### src/rtl/load_store_unit.sv
// Load/store unit: turns RV32I load/store requests into data-memory bus
// commands. Aligned accesses use one bus cycle with a lane mask; misaligned
// accesses are either split into byte accesses or rejected with an error,
// depending on ALLOW_MISALIGNED.

package MemoryBus;
    typedef struct packed {
        logic [29:0] address;     // word index
        logic [31:0] write_data;  // LSB-justified store data
        logic        mem_read;
        logic        mem_write;
        logic [3:0]  mask_byte;
    } Cmd;

    typedef struct packed {
        logic [31:0] read_data;
    } Result;
endpackage

module load_store_unit #(
    parameter bit ALLOW_MISALIGNED = 1'b1
) (
    input  logic             clk,
    input  logic             rst,
    input  logic             req_valid,
    output logic             req_ready,
    input  logic             req_write,
    input  logic [2:0]       req_funct3,
    input  logic [31:0]      req_addr,
    input  logic [31:0]      req_wdata,
    output logic             resp_valid,
    output logic [31:0]      resp_data,
    output logic             resp_error,
    output MemoryBus::Cmd    membuscmd,
    input  MemoryBus::Result membusres
);

    typedef enum logic [1:0] {
        IDLE   = 2'd0,
        ACCESS = 2'd1,
        RESP   = 2'd2
    } state_t;

    localparam MemoryBus::Cmd CMD_IDLE = '{
        address:    30'd0,
        write_data: 32'd0,
        mem_read:   1'b0,
        mem_write:  1'b0,
        mask_byte:  4'd0
    };

    // Loads accept all five width codes, stores only SB/SH/SW.
    function automatic logic is_legal(input logic write, input logic [2:0] f3);
        logic ok;
        ok = 1'b0;
        case (f3)
            3'd0, 3'd1, 3'd2: ok = 1'b1;
            3'd4, 3'd5:       ok = ~write;
            default:          ok = 1'b0;
        endcase
        return ok;
    endfunction

    // Bytes are never misaligned; halfwords need addr[0]=0, words addr[1:0]=0.
    function automatic logic is_misaligned(input logic [1:0] size, input logic [1:0] lo);
        logic mis;
        mis = 1'b0;
        case (size)
            2'd1:    mis = lo[0];
            2'd2:    mis = (lo != 2'd0);
            default: mis = 1'b0;
        endcase
        return mis;
    endfunction

    // Store data stays in the low bits; the mask tells memory which lanes.
    function automatic logic [31:0] lsb_justify(input logic [1:0] size, input logic [31:0] wd);
        logic [31:0] v;
        v = wd;
        case (size)
            2'd0:    v = {24'd0, wd[7:0]};
            2'd1:    v = {16'd0, wd[15:0]};
            default: v = wd;
        endcase
        return v;
    endfunction

    function automatic MemoryBus::Cmd aligned_cmd(input logic write, input logic [1:0] size,
                                                  input logic [31:0] a, input logic [31:0] wd);
        MemoryBus::Cmd c;
        c            = CMD_IDLE;
        c.address    = a[31:2];
        c.write_data = write ? lsb_justify(size, wd) : 32'd0;
        c.mem_read   = ~write;
        c.mem_write  = write;
        case (size)
            2'd0:    c.mask_byte = 4'b0001 << a[1:0];
            2'd1:    c.mask_byte = 4'b0011 << a[1:0];
            default: c.mask_byte = 4'b1111;
        endcase
        return c;
    endfunction

    function automatic MemoryBus::Cmd byte_cmd(input logic write, input logic [31:0] a,
                                               input logic [7:0] b);
        MemoryBus::Cmd c;
        c            = CMD_IDLE;
        c.address    = a[31:2];
        c.write_data = write ? {24'd0, b} : 32'd0;
        c.mem_read   = ~write;
        c.mem_write  = write;
        c.mask_byte  = 4'b0001 << a[1:0];
        return c;
    endfunction

    function automatic logic [7:0] select_byte(input logic [31:0] w, input logic [1:0] idx);
        logic [7:0] b;
        b = w[7:0];
        case (idx)
            2'd0:    b = w[7:0];
            2'd1:    b = w[15:8];
            2'd2:    b = w[23:16];
            default: b = w[31:24];
        endcase
        return b;
    endfunction

    function automatic logic [31:0] extend(input logic [2:0] f3, input logic [31:0] raw);
        logic [31:0] v;
        v = 32'd0;
        case (f3)
            3'd0:    v = {{24{raw[7]}}, raw[7:0]};
            3'd1:    v = {{16{raw[15]}}, raw[15:0]};
            3'd2:    v = raw;
            3'd4:    v = {24'd0, raw[7:0]};
            3'd5:    v = {16'd0, raw[15:0]};
            default: v = 32'd0;
        endcase
        return v;
    endfunction

    state_t        state_r;
    logic          req_ready_r;
    logic          resp_valid_r;
    logic          resp_error_r;
    logic [31:0]   resp_data_r;
    MemoryBus::Cmd cmd_r;
    logic          write_r;
    logic [2:0]    funct3_r;
    logic [31:0]   addr_r;
    logic [31:0]   wdata_r;
    logic          split_r;
    logic [1:0]    cnt_r;
    logic [1:0]    last_cnt_r;
    logic [31:0]   raw_r;

    logic          legal_s;
    logic          misaligned_s;
    logic          reject_s;
    logic          split_s;
    logic [1:0]    cnt_next_s;
    logic [31:0]   byte_addr_s;
    logic [31:0]   next_byte_addr_s;
    logic [7:0]    lane_byte_s;
    logic [31:0]   raw_next_s;

    // Classify the incoming request: legal width code, alignment, split or reject.
    always_comb begin
        legal_s      = is_legal(req_write, req_funct3);
        misaligned_s = is_misaligned(req_funct3[1:0], req_addr[1:0]);
        reject_s     = ~legal_s | (misaligned_s & ~ALLOW_MISALIGNED);
        split_s      = misaligned_s & ALLOW_MISALIGNED;
    end

    // Byte-split addressing and load-data assembly for the current ACCESS cycle.
    always_comb begin
        cnt_next_s       = cnt_r + 2'd1;
        byte_addr_s      = addr_r + {30'd0, cnt_r};
        next_byte_addr_s = addr_r + {30'd0, cnt_next_s};
        lane_byte_s      = select_byte(membusres.read_data, byte_addr_s[1:0]);
        raw_next_s       = raw_r;
        if (split_r) begin
            case (cnt_r)
                2'd0:    raw_next_s[7:0]   = lane_byte_s;
                2'd1:    raw_next_s[15:8]  = lane_byte_s;
                2'd2:    raw_next_s[23:16] = lane_byte_s;
                default: raw_next_s[31:24] = lane_byte_s;
            endcase
        end else begin
            raw_next_s = membusres.read_data >> {addr_r[1:0], 3'b000};
        end
    end

    // Request FSM with registered bus command and response outputs.
    always_ff @(posedge clk or negedge rst) begin
        if (!rst) begin
            state_r      <= IDLE;
            req_ready_r  <= 1'b1;
            resp_valid_r <= 1'b0;
            resp_error_r <= 1'b0;
            resp_data_r  <= 32'd0;
            cmd_r        <= CMD_IDLE;
            write_r      <= 1'b0;
            funct3_r     <= 3'd0;
            addr_r       <= 32'd0;
            wdata_r      <= 32'd0;
            split_r      <= 1'b0;
            cnt_r        <= 2'd0;
            last_cnt_r   <= 2'd0;
            raw_r        <= 32'd0;
        end else begin
            case (state_r)
                IDLE: begin
                    if (req_valid) begin
                        write_r     <= req_write;
                        funct3_r    <= req_funct3;
                        addr_r      <= req_addr;
                        wdata_r     <= req_wdata;
                        split_r     <= split_s;
                        cnt_r       <= 2'd0;
                        last_cnt_r  <= split_s ? ((req_funct3[1:0] == 2'd2) ? 2'd3 : 2'd1) : 2'd0;
                        raw_r       <= 32'd0;
                        req_ready_r <= 1'b0;
                        if (reject_s) begin
                            state_r      <= RESP;
                            resp_valid_r <= 1'b1;
                            resp_error_r <= 1'b1;
                            resp_data_r  <= 32'd0;
                            cmd_r        <= CMD_IDLE;
                        end else begin
                            state_r <= ACCESS;
                            cmd_r   <= split_s ? byte_cmd(req_write, req_addr, req_wdata[7:0])
                                               : aligned_cmd(req_write, req_funct3[1:0],
                                                             req_addr, req_wdata);
                        end
                    end else begin
                        state_r <= IDLE;
                    end
                end
                ACCESS: begin
                    raw_r <= raw_next_s;
                    if (cnt_r == last_cnt_r) begin
                        state_r      <= RESP;
                        cmd_r        <= CMD_IDLE;
                        resp_valid_r <= 1'b1;
                        resp_error_r <= 1'b0;
                        resp_data_r  <= write_r ? 32'd0 : extend(funct3_r, raw_next_s);
                    end else begin
                        cnt_r <= cnt_next_s;
                        cmd_r <= byte_cmd(write_r, next_byte_addr_s,
                                          select_byte(wdata_r, cnt_next_s));
                    end
                end
                RESP: begin
                    state_r      <= IDLE;
                    req_ready_r  <= 1'b1;
                    resp_valid_r <= 1'b0;
                    resp_error_r <= 1'b0;
                    resp_data_r  <= 32'd0;
                end
                default: begin
                    state_r      <= IDLE;
                    req_ready_r  <= 1'b1;
                    resp_valid_r <= 1'b0;
                    resp_error_r <= 1'b0;
                    resp_data_r  <= 32'd0;
                    cmd_r        <= CMD_IDLE;
                end
            endcase
        end
    end

    assign req_ready  = req_ready_r;
    assign resp_valid = resp_valid_r;
    assign resp_error = resp_error_r;
    assign resp_data  = resp_data_r;
    assign membuscmd  = cmd_r;

endmodule

### config.mk
export PLATFORM = sky130hd
export DESIGN_NAME = load_store_unit
export DESIGN_NICKNAME = d
export VERILOG_FILES = /design/src/rtl/load_store_unit.sv
export SDC_FILE = /design/constraint.sdc
export NUM_CORES = 1
export LEC_CHECK = 0
export CAP_MARGIN = 15
export CORE_MARGIN = 2
export CORE_UTILIZATION = 48
export DETAILED_ROUTE_END_ITERATION = 16
export PLACE_DENSITY_LB_ADDON = 0.05
export SYNTH_ARGS = -nofsm -noshare
export SYNTH_HDL_FRONTEND = slang
export SYNTH_SLANG_ARGS = --single-unit
### constraint.sdc
create_clock -name clk -period 2.8 [get_ports clk]
set_clock_uncertainty 0.2 [all_clocks]
set_input_delay 0.42 -clock clk [delete_from_list [all_inputs] [get_ports clk]]
set_output_delay 0.42 -clock clk [all_outputs]
set_load 0.02 [all_outputs]
==> results.cfg <==
[floorplanning]
die_w_um = 153.7
fp.dieH_um = 153.7
core_area_um2 = 21890
start_util_pct = 49.11
rows = 54
ios = 206
dieArea_um2 = 23610

[grt]
track_usage_pct = 27.19
grt_pass1_wl_um = 51890
grt_max_degree = 61
gr-total-overflow = 0
grt_pass1_vias = 9511
antenna_found_initial = 1

[timing]
hold_ws_ns = 0.2145
max_slew_margin_pct = 22.64
drv_slew = 0
fin_setup_tns_ns = 0
min_period_over_period_pct = 94.36
tightest_slew_ns = 1.154
period_needed_ns = 2.642
setup_viol = 0
final_hold_viol_count = 0
fmax_mhz = 378.5
grt_setup_unrepaired = false

[clocking]
clk_root_buffer_cell = clkbuf_16
clock_latency_ns = 0.50
clock_path_buffers = 3
numCtsBuffers = 23
postCtsSetupRepairBufs = 0
clkTransAtPathRegs_ns = 0.06
cts_tree = yes
clock_sinks = 209
htree_levels = 1

[detailed_routing]
viasPerCell = 5.823
drt_first_pass_iters = 5
routedWlPerCell_um = 19.56
finalWirelength_um = 32510
ant_nets = 0
vias = 9678
drc = 0
drt-initial-drc-count = 704

[setup_path]
ff2ff_path_depth = 6
startpoint_type = primary input
crit_required_ns = 3.03
crit_fanout = 15
worstPathArrival_ns = 2.87
r2r_end = resp_data[1]
r2r-start = cnt_r[0]
rrSetupSlack_ns = 0.18
setup.worst_path.end_class = flop
path_class = primary input to flop

[yosys]
seq_area_frac_synth_pct = 48.66
synthesis.instances = 1134
synthArstFlopShare_pct = 100.0
synth_common_cells = nand2_1 (326), dfrtp_1 (208), o21ai_0 (98), a22oi_1 (57), clkbuf_1 (54)
syn_area_um2 = 10750
synthFlopType = dfrtp_1
yosysMostFrequentCell = nand2_1
ys_ff_latch = 209
synth_top_area_share_pct = 48.42
yosys_warnings = 0
synthDistinctLibCells = 59
yosys-top-cells-area = dfrtp_1 (48%), nand2_1 (11%), o21ai_0 (4.6%)
mappedNetlistNets = 1253
synth_top_cell_by_area = dfrtp_1
avgSynthCellArea_um2 = 9.480
synth_edf_count = 0

[place]
gp_congestion = 0.9163
hpwl_um = 22680
port-buffer-count = 205
place_area_um2 = 13530

[power_and_ir_drop]
powerDensity_nw_per_um2 = 1040
p_leak_nw = 6.403
peakVddDrop_mv = 0.5923

[run]
drv_cap = 0

[final_layout]
final_nets = 1485
area_delta_synth_final_pct = 33.33
final_cell_area_um2 = 14330
num_antenna_cells = 0
drive_gt1_share_pct = 11.36

[outcome]
status = finished clean

[worst_hold_path]
holdCritPathClass = primary input to async pin
kinds of logic after synthesis:
group	count (synthesis)	share of synthesized area, %
AOI/OAI and AO/OA	287	19.08
adders and majority gates	16	1.932
muxes	49	5.796
buffers and inverters	95	3.608
and+or+nand+nor	443	17.94
DFF	209	48.66
xor gates and xnor gates	35	2.991
worst max-delay path by stage:
| stage | startpoint | end | slack (ns) | cells after the start |
|---|---|---|---|---|
| final | req_funct3[0] | membuscmd[34] | 0.16 | 9 |
| after global routing | cnt_r[0] | membuscmd[66] | 0.01 | 10 |
| after CTS | cnt_r[0] | membuscmd[66] | 0.04 | 10 |
| after global placement | req_funct3[0] | membuscmd[26] | -0.24 | 9 |
| after floorplan | addr_r[1] | membuscmd[64] | 0.09 | 9 |
| after detailed placement | req_funct3[0] | membuscmd[34] | -0.32 | 9 |
repair_timing:
| item | in CTS | in global routing |
|---|---|---|
| hold buffers | 1 | 0 |
| gates resized for setup | 1 | 4 |
| cloned | 0 | 0 |
| endpoints found under the hold margin | 35 | 0 |
| setup endpoints to repair | 8 | 21 |
| pin swaps | 0 | 0 |
sequential cells by signal (all words and copies together), names as in the netlist:
register    cells
resp_valid      1
addr_r         32
req_ready       1
last_cnt_r      2
resp_error      1
funct3_r        3
raw_r          32
resp_data      32
membuscmd      68
state_r         2
write_r         1
wdata_r        32
cnt_r           2
final cells by class:
type	instances	area [um^2]
clock buffers	30	641.9
clock inverters	11	120.1
fillers	1882	7557
inverters	19	71.32
multi-input cells	830	5192
flip-flops and latches	209	5231
well taps	280	350.3
repair buffers	283	2726
per-layer routing:
metal / GRT usage (%) / vias up / routed length, um / share of wire (%)
met5: 0 / - / 11 / 0.034
met4: 9.611 / 2 / 1073 / 3.3
met3: 4.679 / 68 / 2123 / 6.5
met2: 42.90 / 366 / 15280 / 47
met1: 38.15 / 4716 / 14020 / 43
li1: - / 4526 / - / -
per-stage QoR:
| step | util (%) | instances | power (mW) | worst slack (ns) |
|---|---|---|---|---|
| 5_1_grt | 65.48 | 1662 | 15.81 | 0.01339 |
| 2_1_floorplan | - | 1134 | 8.859 | 0.08549 |
| 3_5_place_dp | 61.82 | 1619 | 11.77 | -0.3173 |
| 3_3_place_gp | 61.82 | 1619 | 11.67 | -0.2404 |
| 6_report | 65.48 | 1662 | 14.91 | 0.1580 |
| 4_1_cts | 65.36 | 1661 | 14.90 | 0.03989 |
layout by cell type (no fill, tap or decap), types with 8 or more instances in the layout:
master and n:
nand2_1 325, dfrtp_1 208, clkdlybuf4s50_1 204, o21ai_0 98, buf_4 70, a22oi_1 57, mux2i_1 33, a32oi_1 30
xor2_1 26, nand3_1 25, a22o_1 25, clkbuf_16 23, inv_1 19, nor2_1 17, a222oi_1 15, ha_1 14
nand4_1 13, a21oi_1 12, nand2b_1 10, nor2b_1 9, and3_1 9, o211ai_2 9, mux2_2 8, xnor2_1 8
a221o_1 8
worst max-delay path, stage by stage:
cell	delay, ns
clkdlybuf4s50_1	0.42
inv_1	0.12
ha_1	0.18
nor2b_1	0.19
buf_4	0.14
o211a_1	0.17
nand2_1	0.09
nor3_2	0.88
a22o_1	0.25
power breakdown:
| part | internal (mW) | leakage (nW) | total (mW) | switching (mW) |
|---|---|---|---|---|
| Combinational | 2.84 | 3.27 | 6.82 | 3.98 |
| Clock | 1.81 | 0.369 | 3.06 | 1.25 |
| Sequential | 4.14 | 2.76 | 5.03 | 0.886 |
| Total | 8.79 | 6.40 | 14.9 | 6.12 |
Note: power is estimated with default switching activity, not from simulation.
